===== config.mk =====
export PLATFORM = sky130hd
export DESIGN_NAME = adcmux_scan_ctrl_flat
export DESIGN_NICKNAME = d
export VERILOG_FILES = /design/src/rtl/adcmux_scan_ctrl_if.sv /design/src/rtl/adcmux_scan_ctrl.sv /design/src/flat_wrapper.sv
export SDC_FILE = /design/constraint.sdc
export NUM_CORES = 1
export LEC_CHECK = 0
export BUFFER_PORTS_ARGS = -buffer_cell sky130_fd_sc_hd__buf_2
export CAP_MARGIN = 0
export CORE_ASPECT_RATIO = 0.6
export CORE_UTILIZATION = 45
export CTS_BUF_LIST = sky130_fd_sc_hd__clkbuf_8
export DETAILED_ROUTE_END_ITERATION = 6
export PLACE_DENSITY = 0.68
export SKIP_LAST_GASP = 1
export SLEW_MARGIN = 20
export SYNTH_ARGS = -nofsm -noshare
export SYNTH_HDL_FRONTEND = slang
export SYNTH_SLANG_ARGS = --single-unit

===== constraint.sdc =====
create_clock -name clk -period 3.36 [get_ports clk]
set_input_delay 0.672 -clock clk [delete_from_list [all_inputs] [get_ports clk]]
set_output_delay 0.672 -clock clk [all_outputs]
set_load 0.005 [all_outputs]

===== src/rtl/adcmux_scan_ctrl_if.sv =====
// Analog mux select and ADC conversion handshake between the scan sequencer and the ADC macro.
interface adcmux_scan_ctrl_if #(
  parameter int RES_W = 10
);
  logic             mux_msb;
  logic             mux_lsb;
  logic             adc_start;
  logic             adc_done;
  logic [RES_W-1:0] adc_data;

  modport master (
    output mux_msb,
    output mux_lsb,
    output adc_start,
    input  adc_done,
    input  adc_data
  );

  modport slave (
    input  mux_msb,
    input  mux_lsb,
    input  adc_start,
    output adc_done,
    output adc_data
  );
endinterface


===== src/rtl/adcmux_scan_ctrl.sv =====
// Scan sequencer for the 4:1 housekeeping ADC input mux: select, settle, convert, store per channel.
// Optional build macro ADCMUX_SCAN_AVG_EN: average four back-to-back conversions per channel.
module adcmux_scan_ctrl #(
  parameter int RES_W       = 10,
  parameter int SETTLE_CYC  = 16,
  parameter int TIMEOUT_CYC = 1024
) (
  input  logic                 clk,
  input  logic                 rst,
  input  logic                 cfg_en,
  input  logic [3:0]           cfg_chmask,
  input  logic                 cfg_cont,
  input  logic                 start,
  adcmux_scan_ctrl_if.master   adc,
  output logic                 busy,
  output logic                 res_valid,
  output logic [1:0]           res_ch,
  output logic [4*RES_W-1:0]   res_all,
  output logic                 round_done,
  output logic                 err_timeout
);

  localparam int SW = $clog2(SETTLE_CYC + 1);
  localparam int TW = $clog2(TIMEOUT_CYC + 1);
  localparam logic [SW-1:0] SETTLE_LAST  = SW'(SETTLE_CYC - 1);
  localparam logic [TW-1:0] TIMEOUT_LAST = TW'(TIMEOUT_CYC - 1);

  typedef enum logic [2:0] {IDLE, SELECT, SETTLE, CONVERT, STORE} state_t;

  state_t           state;
  state_t           next_state;
  logic [3:0]       mask_q;
  logic [1:0]       ch;
  logic [1:0]       mux_sel;
  logic [SW-1:0]    settle_cnt;
  logic [TW-1:0]    tmo_cnt;
  logic             issue;
  logic             tmo_flag;
  logic [RES_W-1:0] acc;
  logic             adc_start_c;
  logic             conv_hit;
  logic             conv_tmo;
  logic [2:0]       start_pick;
  logic [2:0]       adv_pick;
`ifdef ADCMUX_SCAN_AVG_EN
  logic [RES_W+1:0] sum;
  logic [RES_W+1:0] sum_next;
  logic [1:0]       smp;
`endif

  // Lowest set mask bit at or above lo; bit 2 of the result flags that one was found.
  function automatic logic [2:0] pick_from(input logic [3:0] m, input logic [2:0] lo);
    logic [2:0] r;
    r = 3'b000;
    for (int i = 3; i >= 0; i--) begin
      if (m[i] && (i >= int'(lo))) r = {1'b1, 2'(i)};
    end
    return r;
  endfunction

  assign busy          = (state != IDLE);
  assign adc.adc_start = adc_start_c;
  assign adc.mux_msb   = mux_sel[1];
  assign adc.mux_lsb   = mux_sel[0];
`ifdef ADCMUX_SCAN_AVG_EN
  assign sum_next = sum + {2'b00, adc.adc_data};
`endif

  always_ff @(posedge clk) begin
    if (rst) state <= IDLE;
    else     state <= next_state;
  end

  // Dropping cfg_en forces IDLE and suppresses every strobe in the same cycle.
  always_comb begin
    next_state  = state;
    adc_start_c = 1'b0;
    res_valid   = 1'b0;
    round_done  = 1'b0;
    conv_hit    = 1'b0;
    conv_tmo    = 1'b0;
    start_pick  = pick_from(cfg_chmask, 3'd0);
    adv_pick    = pick_from(mask_q, {1'b0, ch} + 3'd1);
    if (!cfg_en) begin
      next_state = IDLE;
    end else begin
      case (state)
        IDLE:    if (start && start_pick[2]) next_state = SELECT;
        SELECT:  next_state = SETTLE;
        SETTLE:  if (settle_cnt == SETTLE_LAST) next_state = CONVERT;
        CONVERT: begin
          adc_start_c = issue;
          if (adc.adc_done) begin
            conv_hit = 1'b1;
`ifdef ADCMUX_SCAN_AVG_EN
            if (smp == 2'd3) next_state = STORE;
`else
            next_state = STORE;
`endif
          end else if (tmo_cnt == TIMEOUT_LAST) begin
            conv_tmo   = 1'b1;
            next_state = STORE;
          end
        end
        STORE: begin
          res_valid = !tmo_flag;
          if (adv_pick[2]) begin
            next_state = SELECT;
          end else begin
            round_done = 1'b1;
            next_state = (cfg_cont && start_pick[2]) ? SELECT : IDLE;
          end
        end
        default: next_state = IDLE;
      endcase
    end
  end

  // Datapath follows the current state; nothing moves while the block is disabled.
  always_ff @(posedge clk) begin
    if (rst) begin
      mask_q      <= '0;
      ch          <= '0;
      mux_sel     <= '0;
      res_ch      <= '0;
      res_all     <= '0;
      err_timeout <= 1'b0;
      settle_cnt  <= '0;
      tmo_cnt     <= '0;
      issue       <= 1'b0;
      tmo_flag    <= 1'b0;
      acc         <= '0;
`ifdef ADCMUX_SCAN_AVG_EN
      sum         <= '0;
      smp         <= '0;
`endif
    end else if (cfg_en) begin
      case (state)
        IDLE: begin
          if (start && start_pick[2]) begin
            mask_q      <= cfg_chmask;
            ch          <= start_pick[1:0];
            err_timeout <= 1'b0;
          end
        end
        SELECT: begin
          mux_sel    <= ch;
          res_ch     <= ch;
          settle_cnt <= '0;
          tmo_cnt    <= '0;
          issue      <= 1'b1;
          tmo_flag   <= 1'b0;
`ifdef ADCMUX_SCAN_AVG_EN
          sum        <= '0;
          smp        <= '0;
`endif
        end
        SETTLE: settle_cnt <= settle_cnt + SW'(1);
        CONVERT: begin
          issue   <= 1'b0;
          tmo_cnt <= tmo_cnt + TW'(1);
          if (conv_hit) begin
            tmo_cnt <= '0;
`ifdef ADCMUX_SCAN_AVG_EN
            sum <= sum_next;
            smp <= smp + 2'd1;
            if (smp == 2'd3) acc <= sum_next[RES_W+1:2];
            else             issue <= 1'b1;
`else
            acc <= adc.adc_data;
`endif
          end
          if (conv_tmo) begin
            err_timeout <= 1'b1;
            tmo_flag    <= 1'b1;
          end
        end
        STORE: begin
          if (!tmo_flag) res_all[ch*RES_W +: RES_W] <= acc;
          // The mask is only re-read when a new round begins.
          if (adv_pick[2]) begin
            ch <= adv_pick[1:0];
          end else begin
            ch     <= start_pick[1:0];
            mask_q <= cfg_chmask;
          end
        end
        default: ;
      endcase
    end
  end

endmodule


===== src/flat_wrapper.sv =====
// flat-port wrapper written by rule: the top's interface ports become plain ports
module adcmux_scan_ctrl_flat 
#(
  parameter int RES_W       = 10,
  parameter int SETTLE_CYC  = 16,
  parameter int TIMEOUT_CYC = 1024
)
  (clk, rst, cfg_en, cfg_chmask, cfg_cont, start, busy, res_valid, res_ch, res_all, round_done, err_timeout, adc_mux_msb, adc_mux_lsb, adc_adc_start, adc_adc_done, adc_adc_data);
  adcmux_scan_ctrl_if #(.RES_W(RES_W)) adc_i ();
  input  logic clk;
  input  logic rst;
  input  logic cfg_en;
  input  logic [3:0] cfg_chmask;
  input  logic cfg_cont;
  input  logic start;
  output logic busy;
  output logic res_valid;
  output logic [1:0] res_ch;
  output logic [4*RES_W-1:0] res_all;
  output logic round_done;
  output logic err_timeout;
  output wire logic [$bits(adc_i.mux_msb)-1:0] adc_mux_msb;
  output wire logic [$bits(adc_i.mux_lsb)-1:0] adc_mux_lsb;
  output wire logic [$bits(adc_i.adc_start)-1:0] adc_adc_start;
  input wire logic [$bits(adc_i.adc_done)-1:0] adc_adc_done;
  input wire logic [$bits(adc_i.adc_data)-1:0] adc_adc_data;
  assign adc_mux_msb = adc_i.mux_msb;
  assign adc_mux_lsb = adc_i.mux_lsb;
  assign adc_adc_start = adc_i.adc_start;
  assign adc_i.adc_done = adc_adc_done;
  assign adc_i.adc_data = adc_adc_data;
  adcmux_scan_ctrl #(.RES_W(RES_W), .SETTLE_CYC(SETTLE_CYC), .TIMEOUT_CYC(TIMEOUT_CYC)) u_core (.clk(clk), .rst(rst), .cfg_en(cfg_en), .cfg_chmask(cfg_chmask), .cfg_cont(cfg_cont), .start(start), .adc(adc_i), .busy(busy), .res_valid(res_valid), .res_ch(res_ch), .res_all(res_all), .round_done(round_done), .err_timeout(err_timeout));
endmodule

Yosys cells after proc, flatten, opt, wreduce, memory -nomap -nowiden
Cells that the tools add are included.

Register bits after elaboration: 80. Logic and storage cells: 103.

Add/subtract/negate cells: 4. $mul: 1. $lt $le $gt $ge: 4. Equal/unequal tests: 11. Shift-type cells: 2. Multiplexer cells: 44. Bitwise logic cells: 2. Reductions and logical operators: 24.

Operator list (number): $bwmux 40 (1); $shift 10x34->40 const A (1); $shiftx 10x34->40 (1); $mux 3 (13); $neg 6->34 (1); $pmux 11 s2 (1); $mux 1 (17); $pmux 3 s5 (1); $reduce_and 3->1 (5); $add 11x1->11 const B (1); $eq 11x10->1 const B (1); $mux 11 (1); $pmux 5 s2 (1); $mux 4 (2); $pmux 4 s2 (1); $reduce_and 4->1 (2); $reduce_bool 2->1 (4); $eq 3x2->1 const B (2); $ge 1x3->1 const A (2); $ge 2x3->1 const A (2); $logic_and 1x1->1 (6); $ne 2x1->1 const B (3); $pmux 1 s2 (3); $reduce_and 2->1 (3); other kinds (15) (17).

Longest topological paths before layout
Word-level depth: 10. Depth in mapped cells: 10.

Worst setup path before layout
Ideal clock, no wire load.

Path kind: reg2out. Start: reg u_core.ch[0]. End: out round_done. Arrival time: 1927 ps. Required time: 2688 ps. Slack: 761 ps. Stages on the path, launching flop included: 8. Buffers on the path: 1. Cell sequence: dfxtp_1 > buf_2 > clkinv_1 > ha_1 > o21ai_0 > o21ai_0 > nor3b_1 > and3_1.

Longest elaborated chain between the ends: 10. Elaborated cells on any way between the ends: 16. Those cells by class: add/sub (1); order compare (4); mux (7); reduce/logical (4).

Ends and longest elaborated chain: from (decl) (RTL line adcmux_scan_ctrl.sv:33) `logic [1:0] ch;`; from (signal assigned) (RTL line adcmux_scan_ctrl.sv:142) `ch <= start_pick[1:0];`; from (signal assigned) (RTL line adcmux_scan_ctrl.sv:182) `ch <= adv_pick[1:0];`; from (signal assigned) (RTL line adcmux_scan_ctrl.sv:184) `ch <= start_pick[1:0];`; $add 2x1->3 * (RTL line adcmux_scan_ctrl.sv:83) `adv_pick = pick_from(mask_q, {1'b0, ch} + 3'd1);`; $ge 2x3->1 (RTL line adcmux_scan_ctrl.sv:56) `if (m[i] && (i >= int'(lo))) r = {1'b1, 2'(i)};`; $logic_and 1x1->1 (RTL line adcmux_scan_ctrl.sv:56); $mux 3 (3 in a row) (RTL line adcmux_scan_ctrl.sv:56); $mux 3 * (RTL line adcmux_scan_ctrl.sv:56); $mux 1 * (RTL line adcmux_scan_ctrl.sv:107) `if (adv_pick[2]) begin`; $mux 1 * (RTL line adcmux_scan_ctrl.sv:87) `case (state)`; $mux 1 * (RTL line adcmux_scan_ctrl.sv:84) `if (!cfg_en) begin`; to (decl) (RTL line flat_wrapper.sv:20) `output logic round_done;`.

Mark *: on every way between the ends. The rest lies on a longest branch, timed or not.

Final worst setup path
Same ends and word-level chain as after synthesis.

==> results.ini <==
[timing]
hold_slack_ns=0.451
max_freq_mhz=328
max_slew_margin_pct=45.8
rsz0062_at_grt=no
worst_pin_slew_ns=0.802
slew_viol_final=0
finalSetupViolations=0
setup_tns_ns=0
setup_slack_ns=0.309
fin_crit_ns=3.05
period_share_pct=90.8
fin_worst_skew_ns=0.00930
hold_viol=0

[cts]
post-cts-setup-buffers=0
cts_max_path_buffers=2
path_clk_slew_ns=0.07
cts-root-buf=clkbuf_8
ctsHtreeMaxLevel=3
cts_resized=0
numCtsBuffers=9
clk_latency_ns=0.36
cts_tree=built
clkSinkCount=80
hold_buffers=0

[placed_design]
portBuffers=68
dp_hpwl_mm=8.06
gp_congestion=0.972
dp_slack_ns=0.756
dp.cells=653

[power]
power_density_mw_per_mm2=403
p_leak_nw=1.80
finalPower_mw=1.87
ir_drop_mv=0.215

[worst_hold_path]
hold_start=u_core.res_all[33]
hold_class=reg -> reg

[synth]
synth.most_common_cell=dfxtp_1
synthFlopType=dfxtp_1
synth.avg_cell_area_um2=8.04
ys_top_cells_by_count=80 x dfxtp_1, 64 x nand2_1, 56 x nor2_1
synthesis.instances=503
yosysWarningCount=0
synth-seq-cells=80
synth_nets=532
async_reset_ff_share_pct=0
synthTopCellsByArea=dfxtp_1 40%, nand2_1 5.9%, nor2_1 5.2%
synth_edf_count=0
synth_area_mm2=0.00405
ys_types=53
synth_top_area_share_pct=39.6
synth.largest_area_cell=dfxtp_1
ys_seq_area_share_pct=39.6

[cells_and_area]
syn2layout_area_growth_pct=14.4
antenna_cells=0
fin_nets=581
fin_cells=668
layout-drive-gt1-share_pct=18.7

[global_routing]
antenna_found_initial=0
grt-ovfl-total=0
grt_pass1_wl_mm=17.4
grt_max_degree=42
track_usage_pct=23.8
grt_pass1_vias=3278

[floorplanning]
core_area_mm2=0.00862
die_y_um=75.4
start_util_pct=46.9
io_pins=69
die_area_mm2=0.00938
die_w_um=124
rows=26

[route]
ant_nets=0
drt-vias-per-instance=5.83
drc=0
first_iter_violations=315
totalWireLength_mm=10.9
wl_per_cell_um=16.3
via_count=3893
drt_first_pass_iters=5

[critical_path]
critPathMaxFanout=31
cp.required_ns=2.69
worstSetupPathType=reg -> out
end_kind=output port
rr_startpoint=u_core.ch[0]
cp-startpoint=u_core.ch[0]
crit_arrival_ns=2.38
worst_setup_path_start_kind=register

[flow_run]
maxCapViolCount=0

[outcome]
outcome=completed

## report_power, final
group | total (mW) | internal [mW] | switching (mW)
sequential | 0.960 | 0.953 | 0.00713
combinational | 0.120 | 0.0411 | 0.0784
clock | 0.786 | 0.451 | 0.335
total | 1.87 | 1.44 | 0.420
## worst max-delay path, stage by stage, from the launching register on
cell and delay, ns:
dfxtp_1 0.31, buf_4 0.23, ha_1 0.37, o21ai_0 0.27, o21ai_0 0.16, nor3b_1 0.35
and3_1 0.22, buf_2 0.11
## final timing paths
path,endpoint,slack (ns),depth (start not counted)
setup / recovery,round_done,0.31,7
hold / removal,u_core.res_all[33],0.45,2
setup reg to reg,u_core.res_all[14],0.87,7
hold reg to reg,u_core.res_all[33],0.45,2
## placed cells by master, fill, tap and decap left out, types with 3 or more instances in the layout
| cell | instances |
|---|---|
| nand2b_1 | 5 |
| a211oi_1 | 6 |
| nand2_1 | 64 |
| xor2_1 | 3 |
| a22oi_1 | 6 |
| buf_4 | 4 |
| or2_2 | 4 |
| mux2_2 | 8 |
| or3_1 | 6 |
| a311oi_1 | 6 |
| nor2b_1 | 5 |
| dfxtp_1 | 80 |
| and3_1 | 12 |
| nand3b_1 | 11 |
| mux2i_1 | 15 |
| o21ai_0 | 28 |
| and3b_1 | 3 |
| nor2_1 | 56 |
| a31oi_1 | 6 |
| o22ai_1 | 3 |
| inv_1 | 7 |
| ha_1 | 9 |
| buf_2 | 68 |
| clkbuf_8 | 11 |
| a21oi_1 | 41 |
| nand3_1 | 17 |
| nor3_1 | 19 |
| a22o_1 | 7 |
| nor3b_1 | 4 |
| o41ai_1 | 5 |
| nand4_1 | 6 |
## cell families after synthesis
kind of cell	synth area share [%]
flip-flops	39.6
buffers and inverters	4.42
adder cells (fa/ha/maj)	2.78
XOR/XNOR	0.650
AND/OR/NAND/NOR	26.8
multiplexers	5.94
AO/OA/AOI/OAI	19.8
## registers in the layout, summed over array words and instances, names as in the netlist, 2 cells and up
register	cells
u_core.res_all	40
u_core.tmo_cnt	11
u_core.acc	10
u_core.settle_cnt	5
u_core.mask_q	4
u_core.state	3
u_core.ch	2
u_core.res_ch	2
## layout make-up
cell class              instances  area, µm²
well taps                     112        140
fillers                       829       3990
multi-input cells             381       2260
clock buffers                  11        151
clock inverters                 4       68.8
repair buffers                 72        370
flip-flops and latches         80       1600
inverters                       8       30.0
## per-layer routing
metal | part of all wire, % | GRT usage [%] | routed length [µm] | up-vias
li1 | - | - | - | 1904
met3 | 8.6 | 6.81 | 936 | 11
met4 | 0.85 | 5.76 | 93 | 0
met2 | 37 | 31.2 | 4060 | 161
met5 | 0 | 0 | 0 | -
met1 | 53 | 36.9 | 5790 | 1817
## metrics by stage
stage / area [µm²] / utilization [%]
6_report: 4630 / 53.7
5_1_grt: 4630 / 53.7
4_1_cts: 4630 / 53.7
3_5_place_dp: 4410 / 51.1
3_3_place_gp: 4410 / 51.1
2_1_floorplan: 4050 / -
Power figures use the tool's default switching activity.
